**src/rtl/umi_merger.sv**
```systemverilog
// Two-input UMI merger: fixed priority to port 0 with a starvation guard for port 1,
// followed by a one-entry registered output stage. Define UMI_MERGER_RR_EN for round-robin.
module umi_merger #(
  parameter int AW         = 64,
  parameter int UW         = 256,
  parameter int STARVE_MAX = 8
) (
  input  logic          clk,
  input  logic          reset,
  input  logic          umi0_in_valid,
  input  logic [UW-1:0] umi0_in_packet,
  output logic          umi0_in_ready,
  input  logic          umi1_in_valid,
  input  logic [UW-1:0] umi1_in_packet,
  output logic          umi1_in_ready,
  output logic          umi_out_valid,
  output logic [UW-1:0] umi_out_packet,
  input  logic          umi_out_ready
);

  // Address width only keeps the parameter list aligned with the rest of the UMI fabric.
  localparam int unused_aw = AW;

  logic          r_out_valid;
  logic [UW-1:0] r_out_packet;
  logic          w_can_load;
  logic          w_grant0;
  logic          w_grant1;
  logic          w_acc0;
  logic          w_acc1;

  assign w_can_load = ~r_out_valid | umi_out_ready;

`ifdef UMI_MERGER_RR_EN
  localparam int unused_starve_max = STARVE_MAX;

  // Index of the port granted last; starts at 1 so port 0 wins the first tie.
  logic r_last_grant;

  assign w_grant1 = umi1_in_valid & (~umi0_in_valid | ~r_last_grant);

  always_ff @(posedge clk) begin
    if (reset) begin
      r_last_grant <= 1'b1;
    end else if (w_acc0) begin
      r_last_grant <= 1'b0;
    end else if (w_acc1) begin
      r_last_grant <= 1'b1;
    end
  end
`else
  localparam logic [7:0] STARVE_LIM = 8'(STARVE_MAX);

  logic [7:0] r_starve_cnt;
  logic       w_starved;

  assign w_starved = (STARVE_LIM != 8'd0) && (r_starve_cnt == STARVE_LIM);
  assign w_grant1  = umi1_in_valid & (~umi0_in_valid | w_starved);

  // Counts port-0 wins while port 1 is waiting; only moves on accepted transfers.
  always_ff @(posedge clk) begin
    if (reset) begin
      r_starve_cnt <= 8'd0;
    end else if (w_acc0 | w_acc1) begin
      if (w_acc1 | ~umi1_in_valid) begin
        r_starve_cnt <= 8'd0;
      end else if (r_starve_cnt != STARVE_LIM) begin
        r_starve_cnt <= r_starve_cnt + 8'd1;
      end
    end
  end
`endif

  assign w_grant0 = umi0_in_valid & ~w_grant1;
  assign w_acc0   = w_grant0 & w_can_load & ~reset;
  assign w_acc1   = w_grant1 & w_can_load & ~reset;

  assign umi0_in_ready = w_acc0;
  assign umi1_in_ready = w_acc1;

  always_ff @(posedge clk) begin
    if (reset) begin
      r_out_valid  <= 1'b0;
      r_out_packet <= '0;
    end else if (w_acc0 | w_acc1) begin
      r_out_valid  <= 1'b1;
      r_out_packet <= w_acc1 ? umi1_in_packet : umi0_in_packet;
    end else if (umi_out_ready) begin
      r_out_valid  <= 1'b0;
    end
  end

  assign umi_out_valid  = r_out_valid;
  assign umi_out_packet = r_out_packet;

endmodule

```
**config.mk**
```make
export PLATFORM = sky130hd
export DESIGN_NAME = umi_merger
export DESIGN_NICKNAME = d
export VERILOG_FILES = /design/src/rtl/umi_merger.sv
export SDC_FILE = /design/constraint.sdc
export NUM_CORES = 1
export LEC_CHECK = 0
export ABC_AREA = 1
export BUFFER_PORTS_ARGS = -buffer_cell sky130_fd_sc_hd__buf_2
export CAP_MARGIN = 40
export CORE_AREA = 3 3 299 301
export DETAILED_ROUTE_END_ITERATION = 8
export DIE_AREA = 0 0 302 304
export HOLD_SLACK_MARGIN = 0.1
export SYNTH_ARGS = -nofsm -noshare
export SYNTH_HDL_FRONTEND = slang
export SYNTH_SLANG_ARGS = --single-unit
```
**constraint.sdc**
```tcl
create_clock -name clk -period 1.9 [get_ports clk]
set_clock_uncertainty 0.05 [all_clocks]
set_input_delay 0.095 -clock clk [delete_from_list [all_inputs] [get_ports clk]]
set_output_delay 0.095 -clock clk [all_outputs]
set_load 0.05 [all_outputs]
```
==> results.txt <==
- Synthesis warning total: 0
* Max_cap viols: 0
- Boundary Pins: 776
- VDD IR-drop max: 0.6631 mV
- At the later pin of the worst-skew pair, clock insertion delay measures 590 ps.
* Global route overflow: 0
- After synthesis, flip-flops and latches occupy 40.28% of the total area.
* Path category of the worst min-delay check: in2reg
- Cell Area, Placed: 0.01909 mm2
* Final hold violations: 0
- Yosys reg bits: 265
- Detail Route Antenna Nets: 0
- Horizontal die dimension: 302 um
- On the final layout, the worst hold slack is 235.0 ps.
* Worst Path Required: 1750 ps
- For this run, design rule violations remaining after detail routing come to 0.
- STA classifies the critical path startpoint as a flop.
- Area of the multi-input gates: 0.007088 mm2
- After clock tree synthesis, the clock-pin slew on the worst setup and hold paths is 60 ps.
* Setup slack after placement: -26.48 ps
- When the netlist entered floorplanning its net count stood at 2584.
- Across all setup checks in the final design, the least slack found is -145.2 ps.
* First-pass GRT wire length: 110.8 mm
- TritonCTS built the clock tree.
- In this run the deepest clock path goes through 3 buffers.
- At the end of the flow, the number of nets in the layout was 3863.
* Gate Count Post-Synth: 2065
- Finished Core Util: 29.74%
- Buffers on Ports: 775
- After layout, the worst path uses 107.6% of the clock period.
* Failing checks: setup timing
- Maximum clock rate: 0.4889 GHz
- In this run, distinct cell masters in the synthesized netlist total 18.
- Total via count in the routed design: 20400
- Result of the run: finished with violations
* Die height: 304 um
- Htree depth: 1
* Count of final setup violators: 51
- Worst Path Max Fanout: 3
- Clock Root Buffer: sky130_fd_sc_hd__clkbuf_16
- Counting the fill cells in the layout gives 9010.
- Global routing consumed, over all layers together, 15.20% of the routing resources.
- The analysis attributes to cell leakage a power of 13.61 nW.
* Die Outline Area: 0.09181 mm2
- Each instance of the synthesized netlist takes up on average 6.378 um2.
- CTS Buf Count: 30
- Clock tree synthesis found a total of 265 sinks.
- The sequential cells in the finished layout cover a total of 0.005309 mm2.
- In this run the tightest slew margin relative to its limit is 47.10%.
- The via count of the first global-routing pass was 20210.
* Starting density of the core: 15.16%
- Counting I/O delays and the setup requirement, the final critical path takes 2045 ps.
* Most common library cell in the layout ignoring fill and taps: sky130_fd_sc_hd__nand2_1
- The setup path with the least slack is of type reg2out.
- Setup repair after global routing could not meet its margin everywhere.
* Vias per cell: 4.509
- The max-slew violation total from the final report is 0.
* Leading cell types in the layout, fill and taps excluded: sky130_fd_sc_hd__nand2_1 (1032), sky130_fd_sc_hd__buf_2 (772), sky130_fd_sc_hd__dlygate4sd3_1 (515), sky130_fd_sc_hd__dfxtp_1 (262), sky130_fd_sc_hd__nand4_1 (260)
- Slew @ Worst Pin: 793.5 ps
- Routability-driven placement finished with a final weighted congestion of 0.9418.
- After detailed routing, the average wire length per cell comes to 17.12 um.
* Signal arrival time at the worst endpoint: 1900 ps
- Violation count after the first detailed-route iteration: 2237
- The cell area that synthesis handed to floorplanning was 0.01317 mm2.
* Summed area of non-filler cells in the final layout: 0.02584 mm2
- Before antenna repair, the detailed router went through 8 iterations.
- The HPWL after detailed placement is 48.49 mm.
- Total wirelength of the detailed-routed design: 77.44 mm
- Total power per unit cell area: 732.4 mW/mm2
- STA classifies the critical path endpoint as a primary output.
- In the final timing run, aggregate negative setup slack is -1908 ps.
* Area growth from synthesis to layout: 96.18%
* Row count: 108
* Maximum number of pins on one net before global-route repair: 131
* Antenna violations before repair: 4
* Share of cells above drive strength 1: 29.75%
* Core region area: 0.08689 mm2
per-layer routing:
| metal | up-vias | GRT usage (%) | routed length, um |
|---|---|---|---|
| met1 | 9083 | 16.75 | 28390 |
| met2 | 1437 | 24.85 | 34550 |
| met4 | 0 | 11.92 | 6815 |
| li1 | 9395 | - | - |
| met5 | - | 0 | 0 |
| met3 | 485 | 3.888 | 7688 |
synth_stat cells:
cell type,count,area [um2]
sky130_fd_sc_hd__a21oi_1,4,20.02
sky130_fd_sc_hd__buf_1,10,37.54
sky130_fd_sc_hd__buf_2,58,290.3
sky130_fd_sc_hd__clkbuf_1,129,484.2
sky130_fd_sc_hd__dfxtp_1,265,5305
sky130_fd_sc_hd__ha_1,2,25.02
sky130_fd_sc_hd__inv_1,12,45.04
sky130_fd_sc_hd__inv_2,3,11.26
sky130_fd_sc_hd__nand2_1,1040,3904
sky130_fd_sc_hd__nand3_1,261,1306
sky130_fd_sc_hd__nand4_1,260,1627
sky130_fd_sc_hd__nor2_1,12,45.04
sky130_fd_sc_hd__nor2_2,1,6.260
sky130_fd_sc_hd__nor3b_1,1,7.510
sky130_fd_sc_hd__o21ai_0,1,5.000
sky130_fd_sc_hd__o21ai_2,1,8.760
sky130_fd_sc_hd__xnor2_1,2,17.52
sky130_fd_sc_hd__xor2_1,3,26.28
per-stage QoR:
stage | power [mW] | cells
2_1_floorplan | 9.573 | 2065
3_3_place_gp | 11.56 | 3933
3_5_place_dp | 11.56 | 3933
4_1_cts | 18.94 | 4514
5_1_grt | 19.73 | 4523
6_report | 18.93 | 4524
path summary, 6_finish.rpt:
kind,startpoint,end,slack (ps),depth (start not counted)
hold reg to reg,umi_out_packet[229]$_SDFFE_PP0P_,umi_out_packet[229]$_SDFFE_PP0P_,410,2
hold / removal,umi0_in_valid,umi_out_packet[142]$_SDFFE_PP0P_,240,7
setup / recovery,r_starve_cnt[0]$_SDFFE_PP0P_,umi1_in_ready,-150,9
setup reg to reg,r_starve_cnt[0]$_SDFFE_PP0P_,umi_out_packet[115]$_SDFFE_PP0P_,-120,12
flip-flops by register name (all words and copies together), names as in the netlist:
name            cells
umi_out_valid       1
umi_out_packet    256
r_starve_cnt        8
layout make-up:
class | count | area share, %
inverters | 15 | 0.3244
clock inverters | 10 | 0.5907
repair buffers | 1444 | 41.98
flip-flops and latches | 265 | 20.55
well taps | 1155 | 5.593
diodes | 1 | 0.009684
clock buffers | 46 | 3.530
multi-input cells | 1588 | 27.43
logic make-up after synthesis:
kind of cell               count (synthesis)  synth area share [%]
adders and majority gates                  2                0.1900
AOI/OAI and AO/OA                          6                0.2565
and+or+nand+nor                         1575                 52.35
buffers and inverters                    212                 6.593
xor gates and xnor gates                   5                0.3325
DFF                                      265                 40.28
worst max-delay path, cell delays in order, from the launching register on:
cell and delay [ps]:
sky130_fd_sc_hd__dfxtp_2 320, sky130_fd_sc_hd__inv_2 70, sky130_fd_sc_hd__ha_4 130, sky130_fd_sc_hd__nand3_4 60, sky130_fd_sc_hd__o21ai_4 210, sky130_fd_sc_hd__buf_6 130, sky130_fd_sc_hd__nand3_4 70, sky130_fd_sc_hd__buf_12 140
sky130_fd_sc_hd__clkinv_4 40, sky130_fd_sc_hd__buf_8 130
report_power, final:
part	switching, mW	internal (mW)	leakage, nW
registers	0.314	6.07	2.19
clock network	2.53	3.82	0.524
logic	3.96	2.23	10.9
total	6.80	12.1	13.6
timing repair:
| action | 4_1_cts | 5_1_grt |
|---|---|---|
| hold buffers | 515 | 0 |
| pin swaps | 6 | 2 |
| setup endpoints to repair | 22 | 242 |
| buffers inserted | 7 | 4 |
| endpoints found under the hold margin | 265 | 0 |
| gates cloned | 3 | 6 |
| resized for setup | 24 | 31 |
(Power assumes the default switching activity.)
